===== src/rtl/cpu_defines_pkg.sv =====
// Shared definitions for the five-stage MIPS core: stall bus layout, exception codes and the
// pipeline-controller state encoding.
package cpu_defines;

  localparam int unsigned StallBusW = 6;

  // Stall bus bit positions, one per pipeline register.
  localparam int unsigned StallPc  = 0;
  localparam int unsigned StallIf  = 1;
  localparam int unsigned StallId  = 2;
  localparam int unsigned StallEx  = 3;
  localparam int unsigned StallMem = 4;
  localparam int unsigned StallWb  = 5;

  localparam logic [31:0] ExcEret = 32'h0000_000e;

  localparam logic StallEnable  = 1'b1;
  localparam logic StallDisable = 1'b0;

  typedef logic [StallBusW-1:0] stall_bus_t;

  typedef enum logic [0:0] {
    StRun   = 1'b0,
    StFlush = 1'b1
  } pipe_ctrl_state_e;

  function automatic logic is_eret(input logic [31:0] excepttype);
    return excepttype == ExcEret;
  endfunction

endpackage


===== src/rtl/pipe_stall_wdog.sv =====
// Stall watchdog: counts consecutive stalled cycles, saturating at WDOG_LIMIT, and raises a
// sticky timeout flag when the limit is reached. Observes only; never alters the stall vector.
module pipe_stall_wdog #(
  parameter int unsigned WDOG_LIMIT = 1024
) (
  input  logic clk,
  input  logic rst,
  input  logic stall_active,
  output logic stall_timeout
);

  localparam logic [15:0] Limit = 16'(WDOG_LIMIT);

  logic [15:0] wcnt_q, wcnt_d;
  logic        timeout_q;

  always_comb begin
    wcnt_d = wcnt_q;
    if (!stall_active) begin
      wcnt_d = '0;
    end else if (wcnt_q >= Limit) begin
      wcnt_d = Limit;
    end else begin
      wcnt_d = wcnt_q + 16'd1;
    end
  end

  always_ff @(posedge clk) begin
    if (rst) begin
      wcnt_q    <= '0;
      timeout_q <= 1'b0;
    end else begin
      wcnt_q <= wcnt_d;
      if (wcnt_d == Limit) begin
        timeout_q <= 1'b1;
      end
    end
  end

  assign stall_timeout = timeout_q;

endmodule


===== src/rtl/pipe_ctrl.sv =====
// Pipeline controller: stall arbitration, exception flush/redirect and refill masking.
// Define PIPE_CTRL_PERF_EN to build the stall-cycle and flush event counters.
module pipe_ctrl
  import cpu_defines::*;
#(
  parameter int unsigned FLUSH_CYCLES = 1,
  parameter int unsigned WDOG_LIMIT   = 1024,
  parameter logic [31:0] EXC_VECTOR   = 32'h0000_0020
) (
  input  logic                 clk,
  input  logic                 rst,
  input  logic                 stallreq_id,
  input  logic                 stallreq_ex,
  input  logic                 stallreq_mem,
  input  logic [31:0]          excepttype_i,
  input  logic [31:0]          cp0_epc_i,
  output logic [StallBusW-1:0] stall_o,
  output logic                 flush_o,
  output logic [31:0]          new_pc_o,
  output logic                 stall_timeout_o,
  output logic [31:0]          stall_cycles_o,
  output logic [15:0]          flush_count_o
);

  localparam logic [2:0] FlushInit = 3'(FLUSH_CYCLES);

  pipe_ctrl_state_e state_q, state_d;
  logic [2:0]       fcnt_q, fcnt_d;

  always_comb begin
    state_d  = state_q;
    fcnt_d   = fcnt_q;
    stall_o  = '0;
    flush_o  = 1'b0;
    new_pc_o = '0;
    if (!rst) begin
      unique case (state_q)
        StRun: begin
          if (excepttype_i != '0) begin
            flush_o  = 1'b1;
            new_pc_o = is_eret(excepttype_i) ? cp0_epc_i : EXC_VECTOR;
            state_d  = StFlush;
            fcnt_d   = FlushInit;
          end else if (stallreq_mem) begin
            stall_o[StallMem:StallPc] = {5{StallEnable}};
          end else if (stallreq_ex) begin
            stall_o[StallEx:StallPc] = {4{StallEnable}};
          end else if (stallreq_id) begin
            stall_o[StallId:StallPc] = {3{StallEnable}};
          end
        end
        StFlush: begin
          // Requests in this window belong to squashed instructions and are ignored.
          fcnt_d = fcnt_q - 3'd1;
          if (fcnt_q <= 3'd1) begin
            state_d = StRun;
          end
        end
        default: begin
          state_d = StRun;
          fcnt_d  = '0;
        end
      endcase
    end
  end

  always_ff @(posedge clk) begin
    if (rst) begin
      state_q <= StRun;
      fcnt_q  <= '0;
    end else begin
      state_q <= state_d;
      fcnt_q  <= fcnt_d;
    end
  end

  pipe_stall_wdog #(
    .WDOG_LIMIT(WDOG_LIMIT)
  ) u_wdog (
    .clk          (clk),
    .rst          (rst),
    .stall_active (stall_o != '0),
    .stall_timeout(stall_timeout_o)
  );

`ifdef PIPE_CTRL_PERF_EN
  logic [31:0] stall_cycles_q;
  logic [15:0] flush_count_q;

  always_ff @(posedge clk) begin
    if (rst) begin
      stall_cycles_q <= '0;
      flush_count_q  <= '0;
    end else begin
      if (stall_o != '0) begin
        stall_cycles_q <= stall_cycles_q + 32'd1;
      end
      if (flush_o) begin
        flush_count_q <= flush_count_q + 16'd1;
      end
    end
  end

  assign stall_cycles_o = stall_cycles_q;
  assign flush_count_o  = flush_count_q;
`else
  assign stall_cycles_o = '0;
  assign flush_count_o  = '0;
`endif

endmodule


===== config.mk =====
export PLATFORM = sky130hd
export DESIGN_NAME = pipe_ctrl
export DESIGN_NICKNAME = d
export VERILOG_FILES = /design/src/rtl/cpu_defines_pkg.sv /design/src/rtl/pipe_stall_wdog.sv /design/src/rtl/pipe_ctrl.sv
export SDC_FILE = /design/constraint.sdc
export NUM_CORES = 1
export LEC_CHECK = 0
export BUFFER_PORTS_ARGS = -buffer_cell sky130_fd_sc_hd__buf_2
export CAP_MARGIN = 20
export CORE_MARGIN = 2
export CORE_UTILIZATION = 41
export DETAILED_ROUTE_END_ITERATION = 16
export PLACE_DENSITY = 0.85
export SETUP_SLACK_MARGIN = 0.3
export SKIP_LAST_GASP = 1
export SLEW_MARGIN = 20
export SYNTH_ARGS = -nofsm -noshare
export SYNTH_HDL_FRONTEND = slang
export SYNTH_SLANG_ARGS = --single-unit

===== constraint.sdc =====
create_clock -name clk -period 2.7 [get_ports clk]
set_input_delay 0.27 -clock clk [delete_from_list [all_inputs] [get_ports clk]]
set_output_delay 0.27 -clock clk [all_outputs]
set_load 0.005 [all_outputs]

; ---- Yosys cells after proc, flatten, opt, wreduce, memory -nomap -nowiden
; Index checks and enable logic that the tools add are counted.
[totals]
ff_bits = 21
latch_bits = 0
ramBits = 0
romBits = 0
input_bits = 69
out_inout_bits = 88
word_cells = 35
n_memories = 0
[classes]
n_addsub = 2
mul = 0
div = 0
magnitude_cmp = 2
n_eq_ne = 3
shift = 0
n_mux = 21
bitwise = 1
n_reduce_logical = 2
[op_table]
columns = cell, n
row1 = 32-bit 2-to-1 mux, 4
row2 = 32-bit by 4-bit == test with 1-bit output (second input constant), 1
row3 = 16-bit 2-to-1 mux, 2
row4 = 32-bit nonzero test, 1
row5 = 16-bit by 1-bit adder with 16-bit output (second input constant), 1
row6 = 16-bit by 11-bit == test with 1-bit output (second input constant), 1
row7 = 16-bit by 11-bit >= comparator with 1-bit output (second input constant), 1
row8 = 5-bit 2-to-1 mux, 3
row9 = 3-bit 2-to-1 mux, 3
row10 = 1-bit 2-to-1 mux, 6
row11 = 3-bit one-hot mux with 2 select lines, 1
row12 = 6-bit nonzero test, 1
row13 = 4-bit 2-to-1 mux, 1
row14 = 3-bit by 1-bit <= comparator with 1-bit output (second input constant), 1
row15 = 3-bit by 1-bit subtractor with 3-bit output (second input constant), 1
row16 = 2-bit inequality test (second input constant), 1
row17 = 1-bit one-hot mux with 2 select lines, 1
row18 = 1-bit inverter, 1

; ---- Logic depth before layout (Yosys ltp)
[logic_depth]
word_depth = 9
mapped_depth = 6
ltp_nobuf = 6

; ---- Modules after synthesis
; Synthesis repeated with hierarchy kept, for this count alone.
[unflattened]
cells_unflattened = 210
hier_area_um2 = 1726.7
[modules_own_cells]
columns = mod, n_inst, cells_per_inst, area_per_inst_um2, seq_area_each_um2
row1 = pipe_ctrl, 1, 130, 1016.0, 80.1
row2 = pipe_stall_wdog, 1, 80, 710.7, 340.3

; ---- Worst setup path before layout
; No wires, ideal clock.
[synth_path]
kind = input port to output port
from = in excepttype_i[1]
to = out stall_o[1]
arrival_ns = 1.319
t_required_ns = 2.430
path_slack_ns = 1.111
cell_stages = 4
path_buffers = 1
cell_sequence = or3_4 nor4_4 and3_4 buf_4
[synth_between]
elab_chain_cells = 4
[synth_lines]
columns = element, line_no
row1 = start: declaration, pipe_ctrl.sv:15  ; input logic [31:0] excepttype_i,
row2 = 32-bit nonzero test, pipe_ctrl.sv:39  ; if (excepttype_i != '0) begin
row3 = 5-bit 2-to-1 mux, pipe_ctrl.sv:39
row4 = 5-bit 2-to-1 mux, pipe_ctrl.sv:37  ; unique case (state_q)
row5 = 5-bit 2-to-1 mux, pipe_ctrl.sv:36  ; if (!rst) begin
row6 = end: declaration, pipe_ctrl.sv:17  ; output logic [StallBusW-1:0] stall_o,
; No other way between the ends.

; ---- Worst setup path after layout
[layout_path]
from = reg state_q
to = out new_pc_o[16]
[layout_between]
elab_chain_cells = 2
[layout_lines]
columns = element, line_no
row1 = start: declaration, pipe_ctrl.sv:27  ; pipe_ctrl_state_e state_q, state_d;
row2 = start signal: assignment, pipe_ctrl.sv:69  ; state_q <= StRun;
row3 = start signal: assignment, pipe_ctrl.sv:72  ; state_q <= state_d;
row4 = 32-bit 2-to-1 mux, pipe_ctrl.sv:37
row5 = 32-bit 2-to-1 mux, pipe_ctrl.sv:36
row6 = end: declaration, pipe_ctrl.sv:19  ; output logic [31:0] new_pc_o,
; No other way between the ends.

==> impl_metrics.json <==
{
  "overflow": 0,
  "place_congestion": 0.972,
  "ys_seq_elements": 21,
  "fin_nets": 386,
  "fin_crit_ns": 2.23,
  "area_growth_pct": 25.2,
  "root_buffer": "clkbuf_8",
  "ys_seq_area_share_pct": 24.4,
  "end_kind": "primary output",
  "initial_utilization_pct": 42.8,
  "syn_inst": 202,
  "core_um2": 4030,
  "max_stage_delay_ns": 0.49,
  "grt_pass1_vias": 1311,
  "drt-initial-drc-count": 37,
  "grt_setup_unrepaired": "yes",
  "worst_clock_skew_ns": 0.00153,
  "clockBufferDepth": 2,
  "cts_max_level": 1,
  "power.density_nw_per_um2": 296,
  "fin_ws_ns": 0.475,
  "grt_start_max_net_pins": 32,
  "cp_cell_sequence": "or3_1, nor3_4, and2_1, buf_2",
  "grt_first_pass_wirelength_um": 5750,
  "holdPathEnd": "fcnt_q[2]",
  "crit_required_ns": 2.43,
  "async_reset_ff_share_pct": 0,
  "post_cts_buffers": 0,
  "fmax_mhz": 449,
  "utilization_pct": 53.6,
  "crit_slowest_cell": "or3_1",
  "timing.rr.start": "u_wdog.wcnt_q[0]",
  "cts_sinks": 21,
  "antenna_found_initial": 0,
  "min_path_type": "in -> reg",
  "hold_depth": 2,
  "synth_common_cells": "buf_4, and2_1, dfxtp_1, nor2_1, nor3_1",
  "synth_area_um2": 1730,
  "cp_max_fo": 16,
  "yosys.area.top_type_share_pct": 24.4,
  "yosysWarnings": 0,
  "clk_latency_ns": 0.26,
  "fillers": 396,
  "synth_edf_count": 0,
  "crit_path_start_kind": "flop",
  "place_hpwl_um": 3360,
  "drc": 0,
  "setup_violations": 0,
  "multi_input_area_um2": 1070,
  "synth.largest_area_cell": "dfxtp_1",
  "finalHoldViolations": 0,
  "cp.arrival_ns": 1.96,
  "max_cap_violations": 0,
  "firstDrtPassIters": 4,
  "dieWidth_um": 68.9,
  "diodes": 0,
  "track_usage_pct": 16.1,
  "syn_area_per_cell_um2": 8.54,
  "min_period_over_period_pct": 82.4,
  "yosysMostFrequentCell": "buf_4",
  "crit_type": "reg -> out",
  "ys_types": 40,
  "r2r_setup_slack_ns": 1.24,
  "num_io_pins": 157,
  "ant_nets": 0,
  "path_clk_slew_ns": 0.07,
  "fp.dieArea_um2": 4740,
  "synth_ff_type": "dfxtp_1",
  "rows": 23,
  "synth.area.top_cells": "dfxtp_1, buf_4, and2_1, nor2_1, nor4_4",
  "die_h_um": 68.9,
  "r2r-end": "u_wdog.stall_timeout",
  "drt-wirelength-per-cell_um": 10.9,
  "wirelength_um": 3960,
  "cts_buffers": 3,
  "port_buffers": 107,
  "run_status": "completed",
  "regArea_um2": 420,
  "drive_above_1_share_pct": 40.7,
  "pre_cts_ws_ns": 0.404,
  "cts_tree": "done",
  "maxSlewViolCount": 0,
  "ir_worst_vdd_v": 0.000263,
  "vias_per_cell": 4.38,
  "setup_tns_ns": 0,
  "min-delay-start": "rst",
  "r2r_cells": 5,
  "p_leak_nw": 1.15,
  "vias": 1586
}
[per-layer routing]
| layer | wire length, um | vias to the layer above | GRT usage, % | share of wire [%] |
|---|---|---|---|---|
| met1 | 1560 | 716 | 19.0 | 39 |
| met2 | 1990 | 73 | 29.4 | 50 |
| met5 | 0 | - | 0 | 0 |
| met3 | 322 | 9 | 1.79 | 8.1 |
| met4 | 80 | 0 | 6.62 | 2.0 |
| li1 | - | 788 | - | - |
[repair_timing]
action                                 in CTS  in global routing
resized for setup                           0                  1
setup endpoints to repair                   0                 31
endpoints found under the hold margin       0                  0
hold buffers                                0                  0
[power by group]
part | internal (mW) | switching (mW)
clock network | 0.105 | 0.0957
logic | 0.0537 | 0.0565
registers | 0.319 | 0.00852
[final cells by class]
class	count	area share, %
multi-input cells	173	49.5
repair buffers	107	24.8
flip-flops and latches	21	19.5
well taps	50	2.90
clock buffers	4	2.09
inverters	7	1.22
[critical path, delay by kind of cell (launching register included)]
family,cells,cell delay (ns)
AND/OR/NAND/NOR,3,1.18
flip-flops,1,0.39
buffers and inverters,1,0.12
[flip-flops by register name (all words and copies together) (netlist names)]
register              flops
fcnt_q                    3
state_q                   1
u_wdog.stall_timeout      1
u_wdog.wcnt_q            16
[placed cells by master, fill, tap and decap left out, types with 4 or more instances in the layout]
cell,n
and2_1,31
buf_2,107
conb_1,54
dfxtp_1,21
ha_1,4
inv_1,7
nand3_1,7
nor2_1,21
nor3_1,8
nor4_2,4
xnor2_1,6
[cells by family (layout without fill, tap and decap cells)]
group	after synthesis	after routing	share of synthesized area, %
and+or+nand+nor	93	94	36.4
buffers and inverters	62	118	26.1
DFF	21	21	24.4
AOI/OAI and AO/OA	13	13	5.95
adders and majority gates	4	4	2.90
xor gates and xnor gates	8	8	4.06
other	1	54	0.217
[worst max path at each step]
stage | startpoint | to | slack [ns]
final | state_q | new_pc_o[16] | 0.47
after floorplan | excepttype_i[1] | stall_o[1] | 1.11
after global placement | excepttype_i[16] | new_pc_o[7] | 0.55
after CTS | state_q | new_pc_o[16] | 0.36
after detailed placement | excepttype_i[16] | new_pc_o[7] | 0.40
after global routing | excepttype_i[16] | new_pc_o[7] | 0.27
[metrics by stage]
step,cell area (um^2),power [mW],hold slack (ns),cells
6_report,2160,0.639,0.339,362
5_1_grt,2160,0.680,0.349,362
4_1_cts,2140,0.645,0.336,361
3_5_place_dp,2100,0.443,0.488,357
3_3_place_gp,2100,0.441,0.478,357
2_1_floorplan,1920,0.432,0.449,255
Note: power is estimated with default switching activity, not from simulation.
